`src/rtl/osd_num_writer_seq.sv`:
```
// rtl/osd_num_writer_seq.sv - formats a binary value as dec/hex/bin/oct text and streams it to a character sink
module osd_num_writer_seq #(
  parameter int WIDTH      = 32,
  parameter int MAX_DIGITS = WIDTH
) (
  input  logic             clk,
  input  logic             rst,
  input  logic             start,
  input  logic [1:0]       radix,
  input  logic             is_signed,
  input  logic             upper,
  input  logic             left_align,
  input  logic             zero_pad,
  input  logic [7:0]       min_width,
  input  logic [15:0]      base_addr,
  input  logic [WIDTH-1:0] value,
  input  logic             char_ready,
  output logic             busy,
  output logic             done,
  output logic             char_we,
  output logic [15:0]      char_addr,
  output logic [7:0]       char_data
);
  localparam int MW = WIDTH + 1;
  localparam int XW = MW + 4;
  localparam int IW = (MAX_DIGITS > 1) ? $clog2(MAX_DIGITS) : 1;

  typedef enum logic [1:0] {S_IDLE, S_EXTRACT, S_EMIT, S_DONE} state_t;
  state_t state;

  logic [1:0]    radix_q;
  logic          upper_q, left_q, zpad_q, neg_q;
  logic [7:0]    min_w_q;
  logic [15:0]   base_q;
  logic [MW-1:0] mag;
  logic [3:0]    dig_buf [MAX_DIGITS];
  logic [8:0]    cnt, k;

  // magnitude widened so narrow WIDTH still has room for a hex nibble and the constant 10
  logic [XW-1:0] magx;
  logic [3:0]    cur_dig;
  logic [MW-1:0] quo;

  always_comb begin
    magx    = {4'b0000, mag};
    cur_dig = 4'd0;
    quo     = '0;
    case (radix_q)
      2'b00: begin
        cur_dig = 4'(magx % XW'(10));
        quo     = MW'(magx / XW'(10));
      end
      2'b01: begin
        cur_dig = magx[3:0];
        quo     = MW'(magx >> 4);
      end
      2'b10: begin
        cur_dig = {3'b000, magx[0]};
        quo     = MW'(magx >> 1);
      end
      default: begin
        cur_dig = {1'b0, magx[2:0]};
        quo     = MW'(magx >> 3);
      end
    endcase
  end

  // Character for field position k_s; on the last extract cycle the MSB digit is still in flight
  logic [8:0] len_s, k_s, need, fld, pad, j, pos;
  logic [7:0] ch;
  logic [3:0] d;
  logic       is_dig;

  always_comb begin
    len_s  = (state == S_EXTRACT) ? cnt + 9'd1 : cnt;
    k_s    = (state == S_EXTRACT) ? 9'd0 : k + 9'd1;
    need   = len_s + {8'd0, neg_q};
    fld    = ({1'b0, min_w_q} > need) ? {1'b0, min_w_q} : need;
    pad    = fld - need;
    ch     = 8'h20;
    is_dig = 1'b0;
    j      = 9'd0;
    if (left_q) begin
      if (neg_q && k_s == 9'd0) ch = "-";
      else if (k_s < need) begin
        is_dig = 1'b1;
        j      = k_s - {8'd0, neg_q};
      end
    end else if (zpad_q) begin
      if (neg_q && k_s == 9'd0) ch = "-";
      else if (k_s < {8'd0, neg_q} + pad) ch = "0";
      else begin
        is_dig = 1'b1;
        j      = k_s - {8'd0, neg_q} - pad;
      end
    end else begin
      if (k_s < pad) ch = " ";
      else if (neg_q && k_s == pad) ch = "-";
      else begin
        is_dig = 1'b1;
        j      = k_s - pad - {8'd0, neg_q};
      end
    end
    pos = len_s - 9'd1 - j;
    d   = 4'd0;
    if (state == S_EXTRACT && pos == cnt) d = cur_dig;
    else if (pos < 9'(MAX_DIGITS)) d = dig_buf[IW'(pos)];
    if (is_dig) ch = (d < 4'd10) ? 8'h30 + {4'd0, d} : (upper_q ? 8'h37 : 8'h57) + {4'd0, d};
  end

  always_ff @(posedge clk) begin
    if (rst) begin
      state     <= S_IDLE;
      busy      <= 1'b0;
      done      <= 1'b0;
      char_we   <= 1'b0;
      char_addr <= 16'd0;
      char_data <= 8'd0;
      radix_q   <= 2'd0;
      upper_q   <= 1'b0;
      left_q    <= 1'b0;
      zpad_q    <= 1'b0;
      neg_q     <= 1'b0;
      min_w_q   <= 8'd0;
      base_q    <= 16'd0;
      mag       <= '0;
      cnt       <= 9'd0;
      k         <= 9'd0;
      for (int i = 0; i < MAX_DIGITS; i++) dig_buf[i] <= 4'd0;
    end else begin
      done <= 1'b0;
      case (state)
        S_IDLE: begin
          if (start) begin
            radix_q <= radix;
            upper_q <= upper;
            left_q  <= left_align;
            zpad_q  <= zero_pad;
            min_w_q <= min_width;
            base_q  <= base_addr;
            neg_q   <= is_signed && radix == 2'b00 && value[WIDTH-1];
            mag     <= (is_signed && radix == 2'b00 && value[WIDTH-1]) ?
                       -{value[WIDTH-1], value} : {1'b0, value};
            cnt     <= 9'd0;
            k       <= 9'd0;
            for (int i = 0; i < MAX_DIGITS; i++) dig_buf[i] <= 4'd0;
            busy    <= 1'b1;
            state   <= S_EXTRACT;
          end
        end
        S_EXTRACT: begin
          dig_buf[IW'(cnt)] <= cur_dig;
          cnt <= cnt + 9'd1;
          mag <= quo;
          if (quo == '0) begin
            state     <= S_EMIT;
            char_we   <= 1'b1;
            char_addr <= base_q;
            char_data <= ch;
            k         <= 9'd0;
          end
        end
        S_EMIT: begin
          if (char_ready) begin
            if (k == fld - 9'd1) begin
              state   <= S_DONE;
              char_we <= 1'b0;
              busy    <= 1'b0;
              done    <= 1'b1;
            end else begin
              k         <= k + 9'd1;
              char_addr <= char_addr + 16'd1;
              char_data <= ch;
            end
          end
        end
        default: state <= S_IDLE;
      endcase
    end
  end
endmodule

```
`config.mk`:
```
export PLATFORM = sky130hd
export DESIGN_NAME = osd_num_writer_seq
export DESIGN_NICKNAME = d
export VERILOG_FILES = /design/src/rtl/osd_num_writer_seq.sv
export SDC_FILE = /design/constraint.sdc
export NUM_CORES = 1
export LEC_CHECK = 0
export CAP_MARGIN = 5
export CORE_MARGIN = 4
export CORE_UTILIZATION = 55
export DETAILED_ROUTE_END_ITERATION = 8
export PLACE_DENSITY = 0.82
export SETUP_SLACK_MARGIN = 0.3
export SLEW_MARGIN = 20
export SYNTH_ARGS = -nofsm -noshare
export SYNTH_HDL_FRONTEND = slang
export SYNTH_SLANG_ARGS = --single-unit
```
`constraint.sdc`:
```
create_clock -name clk -period 21.8 [get_ports clk]
set_input_delay 4.36 -clock clk [delete_from_list [all_inputs] [get_ports clk]]
set_output_delay 4.36 -clock clk [all_outputs]
set_load 0.02 [all_outputs]
```
==> reports/results.txt <==
Post-CTS Setup Inserts: 0
area leader, netlist: edfxtp_1
data arrival time of the worst path: 15890 ps
Vias/cell: 6.66
Worst Path Buf+Inv: 2
RSZ-0062 raised after global routing: false
CTS tree: built
Slew headroom: 23.8%
H-tree levels: 1
Yosys top cell area share: 18.1%
1st-iter DRT viols: 2031
area occupied by multi-input gates: 0.0140 sq mm
Placer Congestion: 0.924
Met3 Wirelength: 4.94 mm
Worst Path Required: 22270 ps
kind of cell adding the most delay to the critical path: compound AO/OA/AOI/OAI gates
kind of end point of the critical path: flip-flop
crit share post-route: 70.8%
largest cells by area after synthesis: edfxtp_1 (18%), dfxtp_1 (10%), ha_1 (5.8%)
Sequential cell area: 0.00603 sq mm
Inserted Clock Buffers: 27
Post-synth EDFFs: 128
#FFs+latches synth: 237
post-synthesis instance total: 2569
most common cell after layout, fill and taps aside: nor2_1
layout cells sized above 1: 8.30%
# fillers: 3312
clock sink count: 237
DR WL/cell: 20.0 um
clock latency on the worst-skew pair: 570 ps
largest net degree at the start of global routing: 83
CP peak stage delay: 1000 ps
Worst Path Max Fanout: 36
syn_nets: 2740
type of the worst min-delay path: flip-flop to flip-flop
Remaining DRCs: 0
total iterations of the first detailed-routing run: 6
core area: 0.0378 sq mm
status: complete, no violations
Total Nets Final: 2693
final wirelength: 61.0 mm
chip width: 205 um
root buf cell: clkbuf_16
post-layout min period: 15430 ps
first-pass GRT wire length: 98.3 mm
die area: 0.0418 sq mm
sequential area share after synthesis: 28.4%
# resized after CTS: 0
final setup TNS: 0 ps
Worst Max-Slew Pin Slew: 1140 ps
# Max-Cap Violations: 0
Worst Path Class, Setup: flip-flop to flip-flop
gr usage total: 27.8%
Syn Std Cell Area: 0.0212 sq mm
diode count: 0
vias in the first global route: 19.2k
Max Freq: 0.0648 GHz
Final setup viols: 0
Setup crit start kind: flip-flop
Max Buffers Root-to-Sink: 3
final slew viol count: 0
vias post-DR: 20.4k
P&R area growth vs syn: 8.74%
port bufs: 91
Synth Flop Type: edfxtp_1
cts hold-fix bufs: 0
met1 WL: 24.9 mm
Remaining Overflow, GRT: 0
PnR worst setup slack: 6370 ps
uppermost layer routed: met4
DP HPWL: 42.6 mm
skew final: 17.9 ps
Yosys warnings: 0
Hold Fails Final Rpt: 0
Async SR Flop Fraction: 0%
Routed Antenna Nets: 0
CTS clk-pin slew, worst paths: 60 ps
most frequent cells in the layout: nor2_1 (325), nand2_1 (256), a21oi_1 (183)
area post-placement: 0.0222 sq mm
Finished Cell Area: 0.0231 sq mm
FP Rows: 71
die extent in y: 205 um
Synth cell types: 120
met2 wire len: 29.5 mm
effective utilization at floorplan: 56.1%
pre-CTS WS: 6810 ps
I/O pins: 93
CP max-delay cell: dfxtp_1
initial antenna violation count: 0
Syn Area/Cell: 8.27 sq um
-- cells in the mapped netlist (11+ instances only) --
cell,instances
or4_1,13
o21bai_1,17
dfxtp_1,109
a221oi_1,11
and3_1,25
o31ai_1,24
o211ai_1,34
nor4_1,22
xor2_1,51
or3_1,15
inv_1,112
and4_1,11
nand2_1,257
and2_1,18
nor3_1,54
edfxtp_1,128
nand2b_1,28
nand3_1,80
a21oi_1,185
nor2_1,326
o22ai_1,16
mux4_2,55
clkbuf_1,143
a2111oi_0,13
nand4_1,30
mux2_2,15
mux2i_1,19
ha_1,99
a31oi_1,22
o21a_1,13
a211oi_1,36
a22oi_1,20
buf_2,19
a22o_1,34
a21o_1,18
nor3b_1,12
buf_1,13
o21ai_0,99
nor2b_1,37
xnor2_1,71
-- worst paths after layout --
path	start	end	slack (ps)	cells past startpoint
worst min register to register	base_q[1]$_SDFFE_PP0P_	base_q[1]$_SDFFE_PP0P_	480	1
worst max-delay path	mag[31]$_SDFFE_PP0P_	char_data[2]$_SDFFE_PP0P_	6370	44
worst min-delay path	base_q[1]$_SDFFE_PP0P_	base_q[1]$_SDFFE_PP0P_	480	1
worst max register to register	mag[31]$_SDFFE_PP0P_	char_data[2]$_SDFFE_PP0P_	6370	44
-- worst reg2reg max path, delay by kind of cell (launching register included) --
family                     cells  cell delay [ps]
and+or+nand+nor               14             4330
DFF                            1             1000
adders and majority gates      2              460
xor gates and xnor gates       3              630
buffers and inverters          2              480
AOI/OAI and AO/OA             23             8430
-- flip-flops by register name, summed over array words and instances, names as in the netlist, 2 cells and up --
register and cells:
dig_buf 128, state 2, min_w_q 8, char_addr 16, mag 33, k 9
char_data 7, cnt 9, base_q 16, radix_q 2
-- layer usage --
metal	global-route usage, %	up-vias
met5	0	-
met4	7.78	0
met3	3.32	150
met2	47.4	1005
met1	37.5	9761
li1	-	9434
-- stage by stage --
stage,utilization [%],hold slack [ps],instances
final,61.1,480,3054
after CTS,61.0,482,3054
after detailed placement,58.7,465,3004
after global placement,58.7,459,3004
after floorplan,-,437,2569
after global routing,61.1,488,3054
-- cell type report --
class,count,area share [%]
Tap cell,511,2.77
Clock buffer,36,3.16
Timing Repair Buffer,109,4.51
Clock inverter,14,0.699
Sequential cell,237,26.1
Inverter,122,1.98
Multi-Input combinational cell,2025,60.8
-- kinds of logic (layout without fill, tap and decap cells) --
| group | after synthesis | after routing | share of synthesized area (%) |
|---|---|---|---|
| compound gates | 715 | 715 | 24.2 |
| simple gates | 986 | 986 | 22.3 |
| flops | 237 | 237 | 28.4 |
| buf+inv | 307 | 281 | 5.78 |
| xor+xnor | 123 | 123 | 5.11 |
| other cells | 1 | 1 | 0.0176 |
| fa+ha+maj | 108 | 108 | 6.54 |
| mux | 92 | 92 | 7.68 |
Power is left out: the tool's default activity adds up to more than one toggle a clock period on the data nets, which glitch-free logic cannot reach.
